File: config.mk
export PLATFORM = sky130hd
export DESIGN_NAME = lvds_tx_gearbox
export DESIGN_NICKNAME = d
export VERILOG_FILES = /design/src/rtl/lvds_tx_pkg.sv /design/src/rtl/sync_2ff.sv /design/src/rtl/lvds_tx_gearbox.sv
export SDC_FILE = /design/constraint.sdc
export NUM_CORES = 2
export LEC_CHECK = 0
export BUFFER_PORTS_ARGS = -buffer_cell sky130_fd_sc_hd__buf_4
export CORE_MARGIN = 3
export CORE_UTILIZATION = 30
export CTS_BUF_LIST = sky130_fd_sc_hd__clkbuf_2 sky130_fd_sc_hd__clkbuf_4 sky130_fd_sc_hd__clkbuf_8
export CTS_CLUSTER_SIZE = 30
export DETAILED_ROUTE_END_ITERATION = 8
export GPL_TIMING_DRIVEN = 0
export PLACE_DENSITY = 0.54
export SYNTH_ARGS = -nofsm -noshare
export SYNTH_HDL_FRONTEND = slang
export SYNTH_SLANG_ARGS = --single-unit
File: constraint.sdc
create_clock -name I_clk -period 36.5 [get_ports I_clk]
set_input_delay 7.3 -clock I_clk [delete_from_list [all_inputs] [get_ports I_clk]]
set_output_delay 7.3 -clock I_clk [all_outputs]
set_load 0.01 [all_outputs]
File: src/rtl/lvds_tx_pkg.sv
// Shared definitions for the LVDS transmit gearbox.
// Holds the link state encoding, the default training and idle lane patterns,
// and the width of the underflow counter.
package lvds_tx_pkg;

    typedef enum logic [1:0] {
        ST_WAIT_LOCK = 2'd0,
        ST_TRAIN     = 2'd1,
        ST_RUN       = 2'd2
    } link_state_e;

    localparam logic [9:0] DEF_TRAIN_PAT = 10'h3E0;
    localparam logic [9:0] DEF_IDLE_PAT  = 10'h155;

    localparam int UFLOW_W = 16;

endpackage

File: src/rtl/sync_2ff.sv
// Two-flop synchroniser for a single asynchronous level.
// Ports:
//   I_clk - destination clock
//   I_rst - asynchronous active-high reset, clears both flops
//   I_d   - asynchronous input level
//   O_q   - synchronised level, two clock edges behind I_d
module sync_2ff (
    input  logic I_clk,
    input  logic I_rst,
    input  logic I_d,
    output logic O_q
);

    logic meta_q;
    logic sync_q;

    // First flop may go metastable; second flop gives it a full cycle to settle.
    always_ff @(posedge I_clk or posedge I_rst) begin
        if (I_rst) begin
            meta_q <= 1'b0;
            sync_q <= 1'b0;
        end else begin
            meta_q <= I_d;
            sync_q <= meta_q;
        end
    end

    assign O_q = sync_q;

endmodule

File: src/rtl/lvds_tx_gearbox.sv
// LVDS transmit gearbox: accepts one WIDE-bit word per channel over a
// valid/ready handshake and slices it into RATIO beats of LANE_W bits for the
// serializer tx_in bus. Gates transmission on PLL lock, runs a training
// pattern phase before carrying data, and fills underflowed frames with an
// idle pattern while counting them.
// Ports:
//   I_clk           - serializer core clock
//   I_rst           - asynchronous active-high reset
//   I_tx_locked     - PLL lock, asynchronous to I_clk
//   I_train_req     - retrain request, sampled on the last beat of a frame
//   I_data          - channel c word at [c*WIDE +: WIDE]
//   I_valid         - I_data valid
//   O_ready         - I_data accepted this cycle when I_valid is high
//   O_tx_in         - channel c lane at [c*LANE_W +: LANE_W], registered
//   O_state         - 0 wait for lock, 1 training, 2 running
//   O_link_up       - high while running
//   O_underflow_cnt - saturating count of idle frames sent while running
module lvds_tx_gearbox
    import lvds_tx_pkg::*;
#(
    parameter int                NCH         = 9,
    parameter int                LANE_W      = 10,
    parameter int                RATIO       = 4,
    parameter int                TRAIN_BEATS = 256,
    parameter logic [LANE_W-1:0] TRAIN_PAT   = LANE_W'(DEF_TRAIN_PAT),
    parameter logic [LANE_W-1:0] IDLE_PAT    = LANE_W'(DEF_IDLE_PAT)
) (
    input  logic                      I_clk,
    input  logic                      I_rst,
    input  logic                      I_tx_locked,
    input  logic                      I_train_req,
    input  logic [NCH*LANE_W*RATIO-1:0] I_data,
    input  logic                      I_valid,
    output logic                      O_ready,
    output logic [NCH*LANE_W-1:0]     O_tx_in,
    output logic [1:0]                O_state,
    output logic                      O_link_up,
    output logic [UFLOW_W-1:0]        O_underflow_cnt
);

    localparam int WIDE   = LANE_W * RATIO;
    localparam int BEAT_W = (RATIO > 1) ? $clog2(RATIO) : 1;
    localparam int TCNT_W = (TRAIN_BEATS > 1) ? $clog2(TRAIN_BEATS) : 1;

    logic                  lock_s;
    link_state_e           state_q,    state_d;
    logic [BEAT_W-1:0]     beat_q,     beat_d;
    logic [TCNT_W-1:0]     tcnt_q,     tcnt_d;
    logic [NCH*WIDE-1:0]   hold_q,     hold_d;
    logic                  hold_vld_q, hold_vld_d;
    logic [NCH*WIDE-1:0]   shreg_q,    shreg_d;
    logic [NCH*LANE_W-1:0] tx_q,       tx_d;
    logic [UFLOW_W-1:0]    ucnt_q,     ucnt_d;
    logic                  link_up_q,  link_up_d;

    logic [NCH*LANE_W-1:0] hold_slice0;
    logic [NCH*LANE_W-1:0] shreg_slice;
    logic                  last_beat;
    logic                  ready;

    sync_2ff u_lock_sync (
        .I_clk (I_clk),
        .I_rst (I_rst),
        .I_d   (I_tx_locked),
        .O_q   (lock_s)
    );

    // Per-channel lane selection: slice 0 of the held word for a frame start,
    // and the slice for the current beat from the shift register otherwise.
    for (genvar c = 0; c < NCH; c++) begin : g_lane
        assign hold_slice0[c*LANE_W +: LANE_W] = hold_q[c*WIDE +: LANE_W];
        assign shreg_slice[c*LANE_W +: LANE_W] =
            shreg_q[c*WIDE + int'(beat_q)*LANE_W +: LANE_W];
    end

    assign last_beat = (beat_q == BEAT_W'(RATIO - 1));
    assign ready     = (state_q == ST_RUN) && !hold_vld_q;

    // Next-state logic. Loss of lock overrides everything, including a
    // handshake on the same edge. In RUN the output lags the beat counter by
    // one cycle, so the last slice of a frame is still sent on the edge that
    // enters TRAIN and the first cycle after TRAIN still shows the pattern.
    always_comb begin
        state_d    = state_q;
        beat_d     = beat_q;
        tcnt_d     = tcnt_q;
        hold_d     = hold_q;
        hold_vld_d = hold_vld_q;
        shreg_d    = shreg_q;
        tx_d       = tx_q;
        ucnt_d     = ucnt_q;

        if (!lock_s) begin
            state_d    = ST_WAIT_LOCK;
            beat_d     = '0;
            tcnt_d     = '0;
            hold_vld_d = 1'b0;
            shreg_d    = '0;
            tx_d       = '0;
        end else begin
            case (state_q)
                ST_WAIT_LOCK: begin
                    state_d = ST_TRAIN;
                    tx_d    = '0;
                end
                ST_TRAIN: begin
                    tx_d   = {NCH{TRAIN_PAT}};
                    beat_d = last_beat ? '0 : beat_q + 1'b1;
                    if (tcnt_q == TCNT_W'(TRAIN_BEATS - 1)) begin
                        state_d = ST_RUN;
                        tcnt_d  = '0;
                    end else begin
                        tcnt_d = tcnt_q + 1'b1;
                    end
                end
                ST_RUN: begin
                    beat_d = last_beat ? '0 : beat_q + 1'b1;
                    if (beat_q == '0) begin
                        if (hold_vld_q) begin
                            shreg_d    = hold_q;
                            hold_vld_d = 1'b0;
                            tx_d       = hold_slice0;
                        end else begin
                            // Fill the shift register with idle so the rest
                            // of the frame naturally repeats the idle pattern.
                            shreg_d = {NCH*RATIO{IDLE_PAT}};
                            tx_d    = {NCH{IDLE_PAT}};
                            if (ucnt_q != '1) begin
                                ucnt_d = ucnt_q + 1'b1;
                            end
                        end
                    end else begin
                        tx_d = shreg_slice;
                    end
                    if (I_valid && ready) begin
                        hold_d     = I_data;
                        hold_vld_d = 1'b1;
                    end
                    if (last_beat && I_train_req) begin
                        state_d = ST_TRAIN;
                    end
                end
                default: begin
                    state_d = ST_WAIT_LOCK;
                end
            endcase
        end

        link_up_d = (state_d == ST_RUN);
    end

    always_ff @(posedge I_clk or posedge I_rst) begin
        if (I_rst) begin
            state_q    <= ST_WAIT_LOCK;
            beat_q     <= '0;
            tcnt_q     <= '0;
            hold_q     <= '0;
            hold_vld_q <= 1'b0;
            shreg_q    <= '0;
            tx_q       <= '0;
            ucnt_q     <= '0;
            link_up_q  <= 1'b0;
        end else begin
            state_q    <= state_d;
            beat_q     <= beat_d;
            tcnt_q     <= tcnt_d;
            hold_q     <= hold_d;
            hold_vld_q <= hold_vld_d;
            shreg_q    <= shreg_d;
            tx_q       <= tx_d;
            ucnt_q     <= ucnt_d;
            link_up_q  <= link_up_d;
        end
    end

    assign O_ready         = ready;
    assign O_tx_in         = tx_q;
    assign O_state         = state_q;
    assign O_link_up       = link_up_q;
    assign O_underflow_cnt = ucnt_q;

endmodule

==> summary.md <==
| Metric | Value |
|---|---|
| Worst setup path class | flop to output pin |
| Die area | 127,000 µm² |
| Sw Ratio | 26.0% |
| CTS Sinks | 822 |
| Slew margin rel. | -3.53% |
| CTS tree | built |
| Setup WS pre-CTS | 26.12 ns |
| Sequential fraction of design power | 44.1% |
| Ys async rst share | 100% |
| Crit start category | flop |
| Largest net degree at the start of global routing | 128 |
| PD cells | 45.1 nW/µm² |
| Post-synthesis average cell area | 12.7 µm² |
| Status | finished, violations left |
| Clock Path Buffers | 3 |
| Hold WC Path Type | flop to flop |
| Seq/Total Area, Yosys | 55.7% |
| Post-CTS sizing | 0 |
| CTS root buf | clkbuf_8 |
| Flop-to-flop setup slack | 31.67 ns |
| Post-route cell area | 46,100 µm² |
| Setup repair bufs after CTS | 0 |
| Drt drc | 0 |
| Most frequent cells in the layout | 822 x dfrtp_1, 484 x buf_4, 377 x mux2_2 |
| Crit. End Element | output pin |
| Register area | 20,600 µm² |
| Fmax | 96.4 MHz |
| Fill count | 12,100 |
| Core area | 122,000 µm² |
| Number of placed cells counting well taps | 5,013 |
| Routed WL per cell | 30.6 µm |
| Vias in the first global route | 28,800 |
| 1st-iter DRT viols | 3,129 |
| Post-synth cell types | 66 |
| # setup viols final | 0 |
| Synthesized Nets | 3,280 |
| DP Area | 42,700 µm² |
| Post-synth EDFFs | 0 |
| Post-Syn Area | 36,900 µm² |
| Clk slew on worst S/H paths | 0.06 ns |
| Largest fanout on the critical path | 10 |
| Yosys warning count | 0 |
| VDD IR max | 38.4 µV |
| DP HPWL | 123,000 µm |
| M3 GR Usage | 7.46% |
| Synth Instances | 2,907 |
| Vias per cell | 5.47 |
| GR Layer Usage met2 | 38.5% |
| Non-Filler Instances | 5,299 |
| Starting Density | 30.2% |
| Footprint of the multi-input gates | 15,100 µm² |
| First-pass GRT wire length | 222,000 µm |
| Clock power frac | 47.7% |
| Reported max-cap violation count | 1 |
| GPL Wtd Cong | 0.977 |
| Clock Latency Late Sink | 0.85 ns |
| GR Overflow Total | 0 |
| GR Util All Layers | 24.9% |
| Die Y-Extent | 357 µm |
| Hold Fails Final Rpt | 0 |
| Synthesized flop and latch total | 822 |
| Share of layout cells above drive strength 1 | 37.8% |
| Number of CTS-inserted buffers | 152 |
| CTS H-tree lvls | 4 |
| FP Rows | 128 |
| Leak | 0.0216 µW |
| Post-synth top flop | dfrtp_1 |
| Post-Route Skew | 0.0321 ns |
| First-pass DRT Iterations | 5 |
| CP required | 29.20 ns |
| Post-DRT Antenna Nets | 0 |
| PortBufs | 474 |
| Comb pwr share | 8.2% |
| Sw power | 540 µW |
| Violations in the final reports | max-capacitance violations, max-slew violations |
| Worst slew pin tran | 1.55 ns |
| RSZ-0062 raised after global routing | no |
| Int Pwr | 1540 µW |
| I/O Pins | 475 |
| Max-slew violation count | 11 |
| Tcrit/Tclk final | 28.4% |
| Final min period | 10.37 ns |
| Area grow syn2layout | 25.0% |
| Final core utilization | 37.8% |
| CP arrival | 3.07 ns |
| Most common cell after layout, fill and taps aside | dfrtp_1 |
| Crit path setup slack, layout | 26.13 ns |
| Die W | 357 µm |
| Met1 Use GR | 32.7% |
| Layout Nets | 3,915 |
| Hold-fix buffer count after cts | 0 |
| Detailed Route WL | 162,000 µm |
| Gr busiest metal | met2 |
| Vias post-DR | 29,000 |
| Hold slack final | 0.360 ns |
| Initial antenna violation count | 13 |
[final timing paths]
path,start,end,cells after the start
setup / recovery,hold_vld_q,O_ready,4
hold / removal,u_lock_sync.meta_q,u_lock_sync.O_q,0
setup reg to reg,beat_q[1],shreg_q[350],13
hold reg to reg,u_lock_sync.meta_q,u_lock_sync.O_q,0
max in group asynchronous,I_rst,hold_q[270],5
min in group asynchronous,I_rst,O_underflow_cnt[5],2
[metal layers]
| layer | part of all wire [%] | routed length, µm | up-vias |
|---|---|---|---|
| met2 | 46 | 73800 | 1558 |
| met4 | 4.1 | 6630 | 6 |
| li1 | - | - | 12000 |
| met5 | 0.020 | 32 | - |
| met3 | 9.7 | 15700 | 320 |
| met1 | 41 | 65800 | 15100 |
[per-stage QoR]
stage,total power (µW),setup TNS (ns)
final,2080,0
after global routing,2150,0
after CTS,2100,0
after detailed placement,1100,0
after global placement,1100,-3407.43
after floorplan,1000,0
[worst max-delay path: stages, from the launching register on]
cell      delay (ns)
dfrtp_1         0.36
clkbuf_1        0.41
clkbuf_1        0.90
nor2b_1         0.29
buf_4           0.24
[cell type report]
type	instances	area share [%]
diodes	10	0.0542
multi-input cells	1819	32.7
clock buffers	237	6.45
plain buffers	256	2.60
repair buffers	481	8.13
flip-flops and latches	822	44.6
well taps	1625	4.41
clock inverters	39	0.936
inverters	10	0.0976
[registers in the layout, summed over array words and instances (netlist names)]
register	count
shreg_q	340
u_lock_sync.O_q	1
O_link_up	1
beat_q	2
O_state	2
hold_q	360
O_underflow_cnt	16
hold_vld_q	1
tcnt_q	8
O_tx_in	90
u_lock_sync.meta_q	1
[power by group through the flow]
stage                     Clock, µW  Combinational [µW]  Sequential, µW
final                           994                 170             917
after global routing           1050                 177             917
after CTS                      1010                 169             917
after detailed placement          0                 169             933
after global placement            0                 166             935
after floorplan                   0                69.3             934
[cells in the mapped netlist (all sizes together), types with 22 or more instances]
library cell  instances  area, µm²
o21ai               233       1170
a21oi               227       1140
mux2                377       4250
buf                 113        662
a22o                177       1550
mux4                137       3090
and3                 23        144
clkbuf              143        537
dfrtp               822      20600
mux2i                70        701
nor2b                22        138
nor2                 53        199
nand2               275       1030
[logic make-up after synthesis]
group / share of synthesized area (%)
compound gates: 12.8
xor+xnor: 0.427
fa+ha+maj: 0.271
buf+inv: 3.35
flops: 55.7
mux: 21.8
simple gates: 5.64
(Power assumes the default switching activity.)
